[config.mk]
export PLATFORM = sky130hd
export DESIGN_NAME = imem_loader
export DESIGN_NICKNAME = d
export VERILOG_FILES = /design/src/rtl/imem_loader_pkg.sv /design/src/rtl/imem_loader_word_assembler.sv /design/src/rtl/imem_loader.sv
export SDC_FILE = /design/constraint.sdc
export NUM_CORES = 1
export LEC_CHECK = 0
export ABC_AREA = 1
export CAP_MARGIN = 20
export CORE_MARGIN = 8
export CORE_UTILIZATION = 39
export CTS_CLUSTER_DIAMETER = 200
export DETAILED_ROUTE_END_ITERATION = 16
export DONT_BUFFER_PORTS = 1
export HOLD_SLACK_MARGIN = 0.15
export PLACE_DENSITY = 0.6
export SYNTH_ARGS = -nofsm -noshare
export SYNTH_HDL_FRONTEND = slang
export SYNTH_SLANG_ARGS = --single-unit
[constraint.sdc]
create_clock -name clock -period 2.3 [get_ports clock]
set_clock_uncertainty 0.1 [all_clocks]
set_input_delay 0.345 -clock clock [delete_from_list [all_inputs] [get_ports clock]]
set_output_delay 0.345 -clock clock [all_outputs]
set_load 0.02 [all_outputs]
[src/rtl/imem_loader_pkg.sv]
// Shared types and constants for the instruction-memory loader.
// IMEM_LOADER_CHECKSUM_EN (see imem_loader.sv) adds a trailing XOR checksum byte to the frame.
package imem_loader_pkg;

  localparam int DEFAULT_ADDR_WIDTH = 12;
  localparam int FRAME_LEN_BYTES    = 2;
  localparam int BYTES_PER_WORD     = 4;

  typedef enum logic [2:0] {
    ST_IDLE   = 3'd0,
    ST_LEN_HI = 3'd1,
    ST_LEN_LO = 3'd2,
    ST_DATA   = 3'd3,
    ST_WRITE  = 3'd4,
    ST_CSUM   = 3'd5,
    ST_DONE   = 3'd6,
    ST_ERR    = 3'd7
  } state_t;

  // Running payload checksum: plain byte-wise XOR.
  function automatic logic [7:0] csum_update(input logic [7:0] acc, input logic [7:0] data);
    return acc ^ data;
  endfunction

endpackage

[src/rtl/imem_loader_word_assembler.sv]
// word_assembler: shifts stream bytes into a big-endian 32-bit word and flags it once complete.
// word_valid stays high from the 4th byte until the FSM consumes the word or a new session clears it.
module word_assembler
  import imem_loader_pkg::*;
(
  input  logic        clock,
  input  logic        reset,
  input  logic        clear,
  input  logic        byte_valid,
  input  logic [7:0]  byte_data,
  input  logic        consume,
  output logic [31:0] word,
  output logic        word_valid,
  output logic        word_complete
);

  localparam int               CNT_W     = $clog2(BYTES_PER_WORD);
  localparam logic [CNT_W-1:0] LAST_BYTE = CNT_W'(BYTES_PER_WORD - 1);

  logic [CNT_W-1:0] cnt_r;
  logic [31:0]      word_r;
  logic             valid_r;

  assign word_complete = byte_valid && (cnt_r == LAST_BYTE);
  assign word          = word_r;
  assign word_valid    = valid_r;

  // Byte counter, MSB-first shift register and the completed-word flag.
  always_ff @(posedge clock or negedge reset) begin
    if (!reset) begin
      cnt_r   <= '0;
      word_r  <= 32'd0;
      valid_r <= 1'b0;
    end else if (clear) begin
      cnt_r   <= '0;
      valid_r <= 1'b0;
    end else begin
      if (byte_valid) begin
        word_r <= {word_r[23:0], byte_data};
        cnt_r  <= cnt_r + CNT_W'(1);
      end
      if (word_complete) begin
        valid_r <= 1'b1;
      end else if (consume) begin
        valid_r <= 1'b0;
      end
    end
  end

endmodule

[src/rtl/imem_loader.sv]
// imem_loader: receives a length-prefixed byte frame and writes it word by word into imem,
// holding the processor in reset meanwhile. Define IMEM_LOADER_CHECKSUM_EN for a trailing XOR byte.
module imem_loader
  import imem_loader_pkg::*;
#(
  parameter int ADDR_WIDTH = DEFAULT_ADDR_WIDTH
) (
  input  logic                  clock,
  input  logic                  reset,
  input  logic                  start,
  input  logic                  rx_valid,
  input  logic [7:0]            rx_data,
  output logic                  rx_ready,
  output logic [ADDR_WIDTH-1:0] mem_address,
  output logic [31:0]           mem_data,
  output logic                  mem_wren,
  output logic                  hold_cpu,
  output logic                  busy,
  output logic                  done,
  output logic                  error
);

  localparam logic [16:0] MAX_WORDS = 17'd1 << ADDR_WIDTH;
`ifdef IMEM_LOADER_CHECKSUM_EN
  localparam state_t END_STATE = ST_CSUM;
`else
  localparam state_t END_STATE = ST_DONE;
`endif

  state_t              state_r, state_s;
  logic [7:0]          len_hi_r;
  logic [15:0]         count_r, count_s;
  logic [ADDR_WIDTH:0] idx_r;
  logic                rx_ready_r, hold_cpu_r, busy_r, done_r, error_r;
  logic                xfer_s, start_ok_s, byte_valid_s, consume_s, last_word_s;
  logic                ready_s, hold_s, error_s;
  logic [31:0]         asm_word_s;
  logic                asm_valid_s, asm_complete_s;
`ifdef IMEM_LOADER_CHECKSUM_EN
  logic [7:0]          csum_r;
`endif

  word_assembler u_asm (
    .clock        (clock),
    .reset        (reset),
    .clear        (start_ok_s),
    .byte_valid   (byte_valid_s),
    .byte_data    (rx_data),
    .consume      (consume_s),
    .word         (asm_word_s),
    .word_valid   (asm_valid_s),
    .word_complete(asm_complete_s)
  );

  // Next-state decode plus the values the output registers load on the next edge.
  always_comb begin
    xfer_s       = rx_valid && rx_ready_r;
    start_ok_s   = start && (state_r == ST_IDLE);
    byte_valid_s = xfer_s && (state_r == ST_DATA);
    consume_s    = (state_r == ST_WRITE);
    count_s      = {len_hi_r, rx_data};
    last_word_s  = ((17'(idx_r) + 17'd1) == {1'b0, count_r});
    state_s      = state_r;
    case (state_r)
      ST_IDLE:   if (start) state_s = ST_LEN_HI; else state_s = ST_IDLE;
      ST_LEN_HI: if (xfer_s) state_s = ST_LEN_LO; else state_s = ST_LEN_HI;
      ST_LEN_LO: begin
        if (!xfer_s) begin
          state_s = ST_LEN_LO;
        end else if (count_s == 16'd0) begin
          state_s = END_STATE;
        end else if ({1'b0, count_s} > MAX_WORDS) begin
          state_s = ST_ERR;
        end else begin
          state_s = ST_DATA;
        end
      end
      ST_DATA:   if (asm_complete_s) state_s = ST_WRITE; else state_s = ST_DATA;
      ST_WRITE:  if (last_word_s) state_s = END_STATE; else state_s = ST_DATA;
`ifdef IMEM_LOADER_CHECKSUM_EN
      ST_CSUM: begin
        if (!xfer_s) begin
          state_s = ST_CSUM;
        end else if (rx_data == csum_r) begin
          state_s = ST_DONE;
        end else begin
          state_s = ST_ERR;
        end
      end
`else
      ST_CSUM:   state_s = ST_IDLE;
`endif
      ST_DONE:   state_s = ST_IDLE;
      ST_ERR:    state_s = ST_IDLE;
      default:   state_s = ST_IDLE;
    endcase

    ready_s = (state_s == ST_LEN_HI) || (state_s == ST_LEN_LO) ||
              (state_s == ST_DATA)   || (state_s == ST_CSUM);
    // hold_cpu drops only after a clean DONE; an ERR leaves it asserted.
    if (start_ok_s) begin
      hold_s = 1'b1;
    end else if (state_r == ST_DONE) begin
      hold_s = 1'b0;
    end else begin
      hold_s = hold_cpu_r;
    end
    if (start_ok_s) begin
      error_s = 1'b0;
    end else if (state_s == ST_ERR) begin
      error_s = 1'b1;
    end else begin
      error_s = error_r;
    end
  end

  // FSM state register.
  always_ff @(posedge clock or negedge reset) begin
    if (!reset) begin
      state_r <= ST_IDLE;
    end else begin
      state_r <= state_s;
    end
  end

  // Registered status outputs, loaded from the upcoming state.
  always_ff @(posedge clock or negedge reset) begin
    if (!reset) begin
      rx_ready_r <= 1'b0;
      hold_cpu_r <= 1'b0;
      busy_r     <= 1'b0;
      done_r     <= 1'b0;
      error_r    <= 1'b0;
    end else begin
      rx_ready_r <= ready_s;
      hold_cpu_r <= hold_s;
      busy_r     <= (state_s != ST_IDLE) && (state_s != ST_ERR);
      done_r     <= (state_s == ST_DONE);
      error_r    <= error_s;
    end
  end

  // Frame length capture and the word index that addresses imem.
  always_ff @(posedge clock or negedge reset) begin
    if (!reset) begin
      len_hi_r <= 8'd0;
      count_r  <= 16'd0;
      idx_r    <= '0;
    end else begin
      if (xfer_s && (state_r == ST_LEN_HI)) len_hi_r <= rx_data;
      if (xfer_s && (state_r == ST_LEN_LO)) count_r <= count_s;
      if (start_ok_s) begin
        idx_r <= '0;
      end else if (state_r == ST_WRITE) begin
        idx_r <= idx_r + {{ADDR_WIDTH{1'b0}}, 1'b1};
      end
    end
  end

`ifdef IMEM_LOADER_CHECKSUM_EN
  // Payload checksum accumulator; the length bytes are not included.
  always_ff @(posedge clock or negedge reset) begin
    if (!reset) begin
      csum_r <= 8'd0;
    end else if (start_ok_s) begin
      csum_r <= 8'd0;
    end else if (byte_valid_s) begin
      csum_r <= csum_update(csum_r, rx_data);
    end
  end
`endif

  assign rx_ready    = rx_ready_r;
  assign mem_address = idx_r[ADDR_WIDTH-1:0];
  assign mem_data    = asm_word_s;
  assign mem_wren    = asm_valid_s;
  assign hold_cpu    = hold_cpu_r;
  assign busy        = busy_r;
  assign done        = done_r;
  assign error       = error_r;

endmodule

* Yosys cells after proc, flatten, opt, wreduce, memory -nomap -nowiden
Index checks and enable logic that the tools add are counted.
Operators by class: add/subtract/negate cells 3, multipliers 0, divide/modulo/power cells 0, order comparisons 1, eq/ne operators 16, shifts and indexed selects 0, muxes and demuxes 19, bitwise logic cells 1, reductions and logical operators 20
Operators by type and width (number):
- 13-bit 2-to-1 mux | 2
- 3-bit equality test, second input constant | 7
- 3-bit one-hot mux with 6 select lines | 1
- 14-bit by 16-bit equality test with 1-bit output | 1
- 16-bit by 13-bit > comparator with 1-bit output, second input constant | 1
- 16-bit logical NOT | 1
- 3-bit 2-to-1 mux | 5
- 13-bit by 1-bit adder with 14-bit output, second input constant | 1
- 13-bit by 1-bit adder with 13-bit output, second input constant | 1
- 3-bit by 2-bit equality test with 1-bit output, second input constant | 4
- 1-bit 2-to-1 mux | 8
- 2-bit nonzero test | 4
- 1-bit logical AND | 7
- 3-bit by 1-bit equality test with 1-bit output, second input constant | 2
- 2-bit 2-to-1 mux | 3
- 3-bit nonzero test | 2
- 3-bit logical NOT | 1
- 1-bit logical OR | 3
- 3-bit != test, second input constant | 1
- 3-bit OR reduction | 1
- 2-bit by 1-bit adder with 2-bit output, second input constant | 1
- 2-bit equality test, second input constant | 1
- 2-bit AND reduction | 1
- 1-bit NOT | 1
Storage, ports and cells: register bits after elaboration 80, bits in latches 0, bits in writable memories 0, memory bits (read-only) 0, input port bits 12, output and inout bits 50, logic and storage cells 72, memories 0

* Depth between registers and ports, before layout
Gate-level depths: netlist of the first run.
word-level depth 9, mapped depth 16, mapped depth without buffers 16

* Hierarchy
From an unflattened synthesis of the first run, not the netlist that was laid out.
Unflattened totals: cells, all modules 491, area, all modules 3907.5 sq um
By module, submodules not included:
- imem_loader | times used 1, cells each 336, area each 2546.2 sq um, sequential area each 1126.1 sq um
- word_assembler | times used 1, cells each 155, area each 1361.3 sq um, sequential area each 875.8 sq um

* Worst setup path after synthesis of the first run
OpenSTA, ideal clock, no wires.
path type reg-to-reg, start register idx_r[0], end register busy_r (netlist: busy), arrival 1.696 ns, data required time 2.075 ns, path slack 0.378 ns, cell stages (with the launch flop) 17, buffers on the path 0, path through dfrtp_1 ha_1 nand2_2 nor2_4 nand2_2 nand2_2 nand2_1 nand2_1 nand2_1 nor2_2 nand2_1 nor2_2 nand2_1 nand2_2 nand3_2 nand2_1 nand3_1
Between the ends: cells in the longest elaborated chain, start to end 6
RTL lines:
- from (decl) | line imem_loader.sv:33 | logic [ADDR_WIDTH:0] idx_r;
- from (signal assigned) | line imem_loader.sv:155 | idx_r <= idx_r + {{ADDR_WIDTH{1'b0}}, 1'b1};
- 13-bit by 1-bit adder with 14-bit output * | line imem_loader.sv:62 | last_word_s = ((17'(idx_r) + 17'd1) == {1'b0, count_r});
- 14-bit by 16-bit equality test with 1-bit output * | line imem_loader.sv:62
- 3-bit 2-to-1 mux * | line imem_loader.sv:79 | ST_WRITE: if (last_word_s) state_s = END_STATE; else state_s = ST_DATA;
- 3-bit one-hot mux with 6 select lines * | line imem_loader.sv:64 | case (state_r)
- named net state_s[0] | line imem_loader.sv:30 | state_t state_r, state_s;
- 3-bit != test / 3-bit nonzero test (equally long branches) | line imem_loader.sv:137 | busy_r <= (state_s != ST_IDLE) && (state_s != ST_ERR);
- 1-bit logical AND * | line imem_loader.sv:137
- to (signal assigned) | line imem_loader.sv:137
- to (decl) | line imem_loader.sv:34 | logic rx_ready_r, hold_cpu_r, busy_r, done_r, error_r;
Mark *: on every way through the listed nets, which the timed path passes. The rest lies on a longest branch. A chain may end at the register's enable or synchronous reset.

* Worst setup path after layout of the first run
start register idx_r[0], end register rx_ready_r (netlist: rx_ready)
Between the ends: cells in the longest elaborated chain, start to end 8
RTL lines:
- 13-bit by 1-bit adder with 14-bit output * | line imem_loader.sv:62
- 14-bit by 16-bit equality test with 1-bit output * | line imem_loader.sv:62
- 3-bit 2-to-1 mux * | line imem_loader.sv:79
- 3-bit one-hot mux with 6 select lines * | line imem_loader.sv:64
- named net state_s[0] | line imem_loader.sv:30
- 3-bit by 1-bit equality test with 1-bit output / 3-bit by 2-bit equality test with 1-bit output (equally long branches) | line imem_loader.sv:98 | ready_s = (state_s == ST_LEN_HI) || (state_s == ST_LEN_LO) ||
- 1-bit logical OR (2 in a row) | line imem_loader.sv:98
- 1-bit logical OR * | line imem_loader.sv:99 | (state_s == ST_DATA) || (state_s == ST_CSUM);
- named net ready_s | line imem_loader.sv:36 | logic ready_s, hold_s, error_s;
- to (signal assigned) | line imem_loader.sv:135 | rx_ready_r <= ready_s;
- to (decl) | line imem_loader.sv:34
Marked as above.

==> results of run 1 <==
## worst max-delay path by stage
stage                     cells after the start  endpoint
after floorplan                              16      busy
after global placement                       15      busy
after detailed placement                     15      busy
after CTS                                    15      busy
after global routing                         15  rx_ready
final                                        15  rx_ready
## cells by family (layout without fill, tap and decap cells)
kind of cell	Yosys count	count (layout)	share of synthesized area, %
simple gates	184	184	22.8
flops	80	80	52.4
buf+inv	66	81	7.80
compound gates	52	52	7.63
mux	24	24	7.08
xor+xnor	4	4	1.67
fa+ha+maj	2	2	0.655
## layout make-up
type                            instances  area [um^2]
Tap cell                              133          166
Fill cell                             993         5330
Clock buffer                           10          128
Clock inverter                          5          106
Timing Repair Buffer                   22          190
Sequential cell                        80         2000
Inverter                               44          168
Multi-Input combinational cell        266         1550
## repair_timing
action	4_1_cts	5_1_grt
endpoints found under the hold margin	95	80
resized for setup	0	7
endpoints found under the setup margin	0	4
buffers inserted	0	2
## layer usage
| layer | part of all wire (%) | vias up |
|---|---|---|
| met5 | 0 | - |
| met4 | 1.8 | 0 |
| met3 | 6.2 | 13 |
| met2 | 49 | 52 |
| met1 | 43 | 1352 |
| li1 | - | 1353 |
## cell usage after synthesis
library cell,number
o21ai_1,2
xor2_1,2
nor4_1,1
mux2_2,24
dfrtp_1,80
a32o_1,1
nand2_1,107
nor2_2,4
inv_1,42
a31oi_1,1
xnor3_1,1
buf_1,2
inv_2,2
a21oi_2,2
ha_1,2
nand3_2,4
buf_4,13
o21ai_0,35
o22ai_1,9
nand3_1,20
nand2_2,11
nand2_4,1
nor3_1,2
nor2_4,5
nor2_1,16
clkbuf_1,6
nand4_1,6
buf_2,1
o21ai_2,1
a21boi_0,1
xnor3_2,1
nand3b_1,7
## stage by stage
stage | area [um^2] | instances | hold WS, ns | total power, W | util [%]
3_3_place_gp | 3980 | 538 | -0.0460 | 0.00390 | 41.3
2_1_floorplan | 3820 | 412 | -0.0506 | 0.00357 | -
4_1_cts | 4260 | 558 | -0.432 | 0.00520 | 44.2
6_report | 4310 | 560 | -0.413 | 0.00521 | 44.7
5_1_grt | 4310 | 560 | -0.435 | 0.00560 | 44.7
3_5_place_dp | 3980 | 538 | -0.0457 | 0.00396 | 41.3
## power groups by stage
stage | sequential (W) | combinational, W | clock (W)
finish | 0.00265 | 0.00134 | 0.00122
floorplan | 0.00254 | 0.00103 | 0
global placement | 0.00269 | 0.00122 | 0
detailed placement | 0.00270 | 0.00126 | 0
CTS | 0.00267 | 0.00127 | 0.00125
global route | 0.00273 | 0.00155 | 0.00131
## sequential cells by signal, summed over array words and instances (netlist names)
| signal | count |
|---|---|
| idx_r | 13 |
| u_asm.word | 32 |
| u_asm.word_valid | 1 |
| hold_cpu | 1 |
| done | 1 |
| count_r | 16 |
| u_asm.cnt_r | 2 |
| error | 1 |
| len_hi_r | 8 |
| rx_ready | 1 |
| busy | 1 |
| state_r | 3 |
## critical path: cells and delay by family (launching register included)
family | cells | cell delay [ns]
buf+inv | 1 | 0.06
flops | 1 | 0.45
fa+ha+maj | 1 | 0.25
simple gates | 13 | 1.20
==> reports/metrics.cfg, run 1 <==
[worst_setup_path]
critPathLaunch=idx_r[0]
cp_max_fo=4
crit_slowest_cell=dfrtp_1
arrival_ns=2.29
crit_type=reg2reg
regToRegStartpoint=idx_r[0]
slowest_delay_ns=0.45
crit_chain=ha_4, inv_4, nor2_2, nor2_1, nand3_1, nor2_2, nand3_1, nor2_1, nand2_1, nor2_2, nand2_1, nand2_2, nand3_2, nand2_2, nand2_1
r2r-end=rx_ready
endpoint_kind=flip-flop
r2r_slack_ns=0.14
cp.required_ns=2.43
reg2reg_depth=15
critPathLaunchType=flip-flop

[logic_synthesis]
synth_top_area_share_pct=52.4
ys_seq_area_share_pct=52.4
syn_area_um2=3820
ys_warn_count=0
yosysTopAreaCell=dfrtp_1
synth_cell_types=32
synthesis.nets=426
syn_area_per_cell_um2=9.27
synthTopCellsByArea=dfrtp_1, nand2_1, mux2_2
synth-seq-cells=80
syn_inst=412

[timing]
min_period_over_period_pct=93.8
drv_slew=0
finalHoldViolCount=80
period_minus_slack_ns=2.16
relSlewSlack_pct=66.6
max_freq_ghz=0.464
setup_tns_ns=0
worst_pin_slew_ns=0.501
rsz0062_at_grt=true
setup-violations-final=0
layout_setup_ws_ns=0.143
hold_ws_ns=-0.413

[pwr]
combPwrFrac_pct=25.8
pwr-share-clk_pct=23.4
swShare_pct=37.9
p_int_w=0.00324
p_seq_share_pct=50.9
ir_drop_v=0.000556
power_switching_w=0.00197
power.density_nw_per_um2=1210
leakagePower_nw=2.06

[drt]
via_per_inst=4.95
drt_drc_violations_left=0
drt_iter0_markers=147
ant_nets=0
wl_per_cell_um=15.3
num_vias=2770
drt_pass1_iterations=4
routed_wl_mm=8.56

[run_status]
status=finished with violations
violations=hold timing

[clocking]
root_buffer=clkbuf_8
cts_buffers=9
clockBufferDepth=2
cts-htree-levels=3
cts_hold_buf=5
clk_pin_slew_ns=0.08
clk-insertion-delay-late_ns=0.34
cts_tree=built
clock-sinks=80

[global_routing]
globalRouteMet3Util_pct=4.15
grt_max_degree=81
grt_pass1_wl_mm=14.4
grt_pass1_vias=2851
track_usage_pct=13.9
grt-ovfl-total=0
grtUsageMet2_pct=22.4
busiest_layer=met2
antenna_found_initial=0
use_met1_pct=16.9

[floorplanning]
start_util_pct=39.6
pin_count=62
rows=36
fp.coreArea_um2=9640
die_y_um=115
dieArea_um2=13200
die_w_um=115

[layout]
mostFrequentLayoutCell=nand2_1
synthToLayoutAreaGrowth_pct=12.7
fin_nets=437
n_antenna_cell=0
mostFrequentLayoutCells=nand2_1, dfrtp_1, inv_1
drive_above_1_share_pct=21.5

[placement]
hpwl_mm=6.21
io_buffer_count=0
dp_slack_ns=0.177
place_congestion=0.846

[job]
maxCapViolCount=0

[min_path]
hold_class=in2async

Power figures use the tool's default switching activity.
==> run 2: changes to the inputs <==
Settings changed: TNS_END_PERCENT set to 1.
==> reports/metrics.cfg, run 2 (synthesized netlist as in run 1, its figures left out) <==
[drt]
ant_nets=0  ; unchanged
drt_iter0_markers=152  ; was 147
via_per_inst=4.94  ; was 4.95
num_vias=2766  ; was 2770
routed_wl_mm=8.58  ; was 8.56 mm
wl_per_cell_um=15.3  ; about the same
drt_drc_violations_left=0  ; unchanged
drt_pass1_iterations=4  ; unchanged

[timing]
finalHoldViolCount=80  ; unchanged
relSlewSlack_pct=67.4  ; was 66.6%
worst_pin_slew_ns=0.488  ; was 0.501 ns
setup-violations-final=0  ; unchanged
drv_slew=0  ; unchanged
max_freq_ghz=0.464  ; about the same
hold_ws_ns=-0.414  ; was -0.413 ns
period_minus_slack_ns=2.16  ; about the same
layout_setup_ws_ns=0.144  ; was 0.143 ns
min_period_over_period_pct=93.7  ; was 93.8%
rsz0062_at_grt=true  ; unchanged

[worst_setup_path]
crit_type=reg2reg  ; unchanged
regToRegStartpoint=idx_r[0]  ; unchanged
critPathLaunch=idx_r[0]  ; unchanged
crit_end=rx_ready  ; unchanged
arrival_ns=2.29  ; about the same
reg2reg_depth=15  ; unchanged
endpoint_kind=flip-flop  ; unchanged
r2r_slack_ns=0.14  ; about the same
cp_max_fo=4  ; unchanged
critPathLaunchType=flip-flop  ; unchanged
r2r-end=rx_ready  ; unchanged
cp.required_ns=2.43  ; about the same

[job]
maxCapViolCount=0  ; unchanged

[floorplanning]
die_y_um=115  ; unchanged
pin_count=62  ; unchanged
start_util_pct=39.6  ; unchanged
die_w_um=115  ; unchanged
dieArea_um2=13200  ; unchanged
fp.coreArea_um2=9640  ; unchanged
rows=36  ; unchanged

[clocking]
cts-htree-levels=3  ; unchanged
clk-insertion-delay-late_ns=0.35  ; was 0.34 ns
root_buffer=clkbuf_8  ; unchanged
clk_pin_slew_ns=0.09  ; was 0.08 ns
clockBufferDepth=2  ; unchanged
cts_hold_buf=5  ; unchanged
cts_tree=built  ; unchanged
cts_buffers=9  ; unchanged
clock-sinks=80  ; unchanged

[placement]
hpwl_mm=6.21  ; unchanged
dp_slack_ns=0.177  ; unchanged
io_buffer_count=0  ; unchanged
place_congestion=0.846  ; unchanged

[global_routing]
grt-ovfl-total=0  ; unchanged
antenna_found_initial=0  ; unchanged
grt_pass1_wl_mm=14.4  ; unchanged
track_usage_pct=13.9  ; unchanged
grt_max_degree=81  ; unchanged
grt_pass1_vias=2851  ; unchanged

[pwr]
leakagePower_nw=2.06  ; unchanged
ir_drop_v=0.000556  ; about the same
power.density_nw_per_um2=1210  ; about the same

[layout]
fin_nets=437  ; unchanged
mostFrequentLayoutCells=nand2_1, dfrtp_1, inv_1  ; unchanged
mostFrequentLayoutCell=nand2_1  ; unchanged
drive_above_1_share_pct=21.5  ; unchanged
largest_reg_flops=32  ; unchanged
synthToLayoutAreaGrowth_pct=12.7  ; unchanged
n_antenna_cell=0  ; unchanged

[run_status]
violations=hold timing  ; unchanged
status=finished with violations  ; unchanged

[min_path]
hold_class=in2async  ; unchanged

[run 2: cell counts in the layout (fill, tap and decap cells not counted)]
No cell type changed its count.
[run 2: per-stage QoR]
stage	std cells	instance area (um^2)	TNS, ns	util (%)	power, W
after floorplan	412	3820	0	-	0.00357
final	560	4310	0	44.7	0.00522
after CTS	558	4260	0	44.2	0.00520
after global placement	538	3980	0	41.3	0.00390
after detailed placement	538	3980	0	41.3	0.00396
after global routing	560	4310	-0.519	44.7	0.00560
[run 2: cell type report]
| cell class | instances | area, um^2 |
|---|---|---|
| Clock buffer | 10 | 128 |
| Clock inverter | 5 | 106 |
| Fill cell | 993 | 5330 |
| Inverter | 44 | 168 |
| Multi-Input combinational cell | 266 | 1550 |
| Sequential cell | 80 | 2000 |
| Tap cell | 133 | 166 |
| Timing Repair Buffer | 22 | 190 |
[run 2: how the worst min path moves through the flow]
stage | end | slack [ns] | cells after the start
CTS | u_asm.word[29] | -0.43 | 0
global placement | u_asm.word[29] | -0.05 | 0
floorplan | busy | -0.05 | 0
detailed placement | u_asm.word[29] | -0.05 | 0
global route | u_asm.word[29] | -0.43 | 0
finish | idx_r[8] | -0.41 | 0
[run 2: power by group]
part | leakage (nW) | switching [W] | total, W | internal, W
combinational | 0.905 | 0.000732 | 0.00134 | 0.000611
sequential | 1.04 | 0.000742 | 0.00265 | 0.00191
clock | 0.113 | 0.000506 | 0.00122 | 0.000718
total | 2.06 | 0.00198 | 0.00522 | 0.00324
[run 2: what timing repair did]
item,4_1_cts,5_1_grt
hold endpoints to repair,95,80
buffers inserted,0,2
resized for setup,0,7
setup endpoints to repair,0,4
[run 2: critical path: stages (launching register included)]
cell and delay, ns:
dfrtp_1 0.45, ha_4 0.25, inv_4 0.06, nor2_2 0.03, nor2_1 0.10, nand3_1 0.10
nor2_2 0.11, nand3_1 0.09, nor2_1 0.12, nand2_1 0.07, nor2_2 0.14, nand2_1 0.10
nand2_2 0.11, nand3_2 0.09, nand2_2 0.09, nand2_1 0.05
[run 2: metal layers]
| metal | vias up | track usage, % | routed length, um |
|---|---|---|---|
| li1 | 1353 | - | - |
| met1 | 1354 | 16.9 | 3680 |
| met4 | 0 | 5.87 | 150 |
| met2 | 46 | 22.4 | 4210 |
| met3 | 13 | 4.15 | 533 |
| met5 | - | 0 | 0 |
==> run 3: changes to the inputs <==
Settings changed: PLACE_DENSITY 0.6 to 0.62.
Clock period 2.3 ns to 1.75 ns, I/O delays scaled along.
==> reports/metrics.cfg, run 3 (synthesized netlist as in run 1, its figures left out) <==
[floorplanning]
dieArea_um2=13200  ; unchanged
start_util_pct=39.6  ; unchanged
die_w_um=115  ; unchanged
pin_count=62  ; unchanged
rows=36  ; unchanged
fp.coreArea_um2=9640  ; unchanged
die_y_um=115  ; unchanged

[clocking]
clk_pin_slew_ns=0.08  ; was 0.09 ns
clock-sinks=80  ; unchanged
cts_tree=built  ; unchanged
clockBufferDepth=2  ; unchanged
cts_hold_buf=10  ; was 5
clk-insertion-delay-late_ns=0.35  ; about the same
cts_buffers=9  ; unchanged
cts-htree-levels=3  ; unchanged
root_buffer=clkbuf_8  ; unchanged

[global_routing]
busiest_layer=met2  ; unchanged
grt_pass1_wl_mm=14.9  ; was 14.4 mm
antenna_found_initial=0  ; unchanged
globalRouteMet3Util_pct=3.94  ; was 4.15%
grt_pass1_vias=3012  ; was 2851
grt_max_degree=81  ; unchanged
track_usage_pct=14.3  ; was 13.9%
grt-ovfl-total=0  ; unchanged
use_met1_pct=17.1  ; was 16.9%
grtUsageMet2_pct=23.7  ; was 22.4%

[drt]
drt_iter0_markers=188  ; was 152
num_vias=2959  ; was 2766
drt_pass1_iterations=4  ; unchanged
routed_wl_mm=8.78  ; was 8.58 mm
drt_drc_violations_left=0  ; unchanged
via_per_inst=4.80  ; was 4.94
wl_per_cell_um=14.2  ; was 15.3 um
ant_nets=0  ; unchanged

[worst_setup_path]
crit_chain=ha_4, nand2_4, nor2_4, buf_4, nand2_1, nand3_1, nand2_1, nand2_2, nor2_2, nand2_1, nor2_2, nand2_1, nand2_2, nand3_2, nand2_2, nand3_1  ; was ha_4, inv_4, nor2_2, nor2_1, nand3_1, nor2_2, nand3_1, nor2_1, nand2_1, nor2_2, nand2_1, nand2_2, nand3_2, nand2_2, nand2_1
path_delay_family=simple AND/OR/NAND/NOR gates  ; unchanged
critPathMostFrequentCell=nand2_1
critPathLaunchType=flip-flop  ; unchanged
crit_type=reg2reg  ; unchanged
r2r_slack_ns=-0.32  ; was 0.14 ns
cp.required_ns=1.88  ; was 2.43 ns
slowest_delay_ns=0.41  ; was 0.45 ns
endpoint_kind=flip-flop  ; unchanged
crit_slowest_cell=dfrtp_1  ; unchanged
arrival_ns=2.20  ; was 2.29 ns
cp_max_fo=6  ; was 4
worst-path-buf-inv=1  ; unchanged

[min_path]
hold_class=in2async  ; unchanged

[layout]
n_antenna_cell=0  ; unchanged
drive_above_1_share_pct=29.8  ; was 21.5%
synthToLayoutAreaGrowth_pct=23.5  ; was 12.7%
fin_nets=494  ; was 437
mostFrequentLayoutCell=nand2_1  ; unchanged
mostFrequentLayoutCells=nand2_1, dfrtp_1, buf_4  ; was nand2_1, dfrtp_1, inv_1
largest_reg_flops=32  ; unchanged

[placement]
hpwl_mm=6.40  ; was 6.21 mm
place_congestion=0.829  ; was 0.846
io_buffer_count=0  ; unchanged

[timing]
period_minus_slack_ns=2.07  ; was 2.16 ns
worst_pin_slew_ns=0.331  ; was 0.488 ns
max_freq_ghz=0.484  ; was 0.464 GHz
drv_slew=0  ; unchanged
min_period_over_period_pct=118  ; was 93.7%
layout_setup_ws_ns=-0.318  ; was 0.144 ns
hold_ws_ns=-0.496  ; was -0.414 ns
rsz0062_at_grt=true  ; unchanged
relSlewSlack_pct=77.8  ; was 67.4%
setup_tns_ns=-1.32  ; was 0 ns
finalHoldViolCount=80  ; unchanged
setup-violations-final=6  ; was 0

[pwr]
power.density_nw_per_um2=1430  ; was 1210 nW/um^2
leakagePower_nw=2.33  ; was 2.06 nW
total_power_w=0.00673  ; was 0.00522 W
ir_drop_v=0.000801  ; was 0.000556 V

[run_status]
status=finished with violations  ; unchanged
violations=hold timing, setup timing  ; was hold timing

[job]
maxCapViolCount=0  ; unchanged

-- run 3: path summary, 6_finish.rpt --
check | to | depth (start not counted) | startpoint
min in group clock | len_hi_r[4] | 2 | len_hi_r[4]
hold reg to reg | len_hi_r[4] | 2 | len_hi_r[4]
setup reg to reg | busy | 16 | idx_r[0]
max in group asynchronous | state_r[0] | 0 | reset
hold / removal | count_r[4] | 0 | reset
setup / recovery | busy | 16 | idx_r[0]
-- run 3: what timing repair did --
action,CTS,global route
setup endpoints to repair,6,7
buffers inserted,0,1
pin swaps,0,6
resized for setup,0,8
endpoints found under the hold margin,107,80
-- run 3: through the flow --
step | cells | util [%] | worst slack, ns | area (um^2)
detailed placement | 591 | 45.6 | -0.306 | 4390
global placement | 591 | 45.6 | -0.232 | 4390
CTS | 616 | 48.5 | -0.309 | 4680
global route | 617 | 48.9 | -0.483 | 4720
finish | 617 | 48.9 | -0.318 | 4720
floorplan | 412 | - | -0.167 | 3820
-- run 3: worst register-to-register path: stages (launching register included) --
cell and delay [ns]:
dfrtp_1 0.41, ha_4 0.19, nand2_4 0.07, nor2_4 0.06, buf_4 0.13, nand2_1 0.06, nand3_1 0.07, nand2_1 0.07
nand2_2 0.06, nor2_2 0.10, nand2_1 0.07, nor2_2 0.15, nand2_1 0.09, nand2_2 0.10, nand3_2 0.09, nand2_2 0.08
nand3_1 0.07
-- run 3: power breakdown --
part           internal, W  switching (W)  total (W)
Combinational     0.000921        0.00103    0.00195
Clock             0.000684       0.000642    0.00133
Sequential         0.00251       0.000941    0.00345
-- run 3: metal layers --
metal,vias up,part of all wire (%),wire length [um]
li1,1466,-,-
met1,1433,43,3750
met2,48,50,4390
met3,12,5.6,488
met4,0,1.7,148
met5,-,0,0
-- run 3: layout make-up --
type,count,area (um^2)
clock inverter,4,45.0
multi-input combinational,266,1550
inverter,44,165
fill,940,4920
clock buffer,11,141
timing repair buffer,79,643
sequential,80,2000
tap,133,166
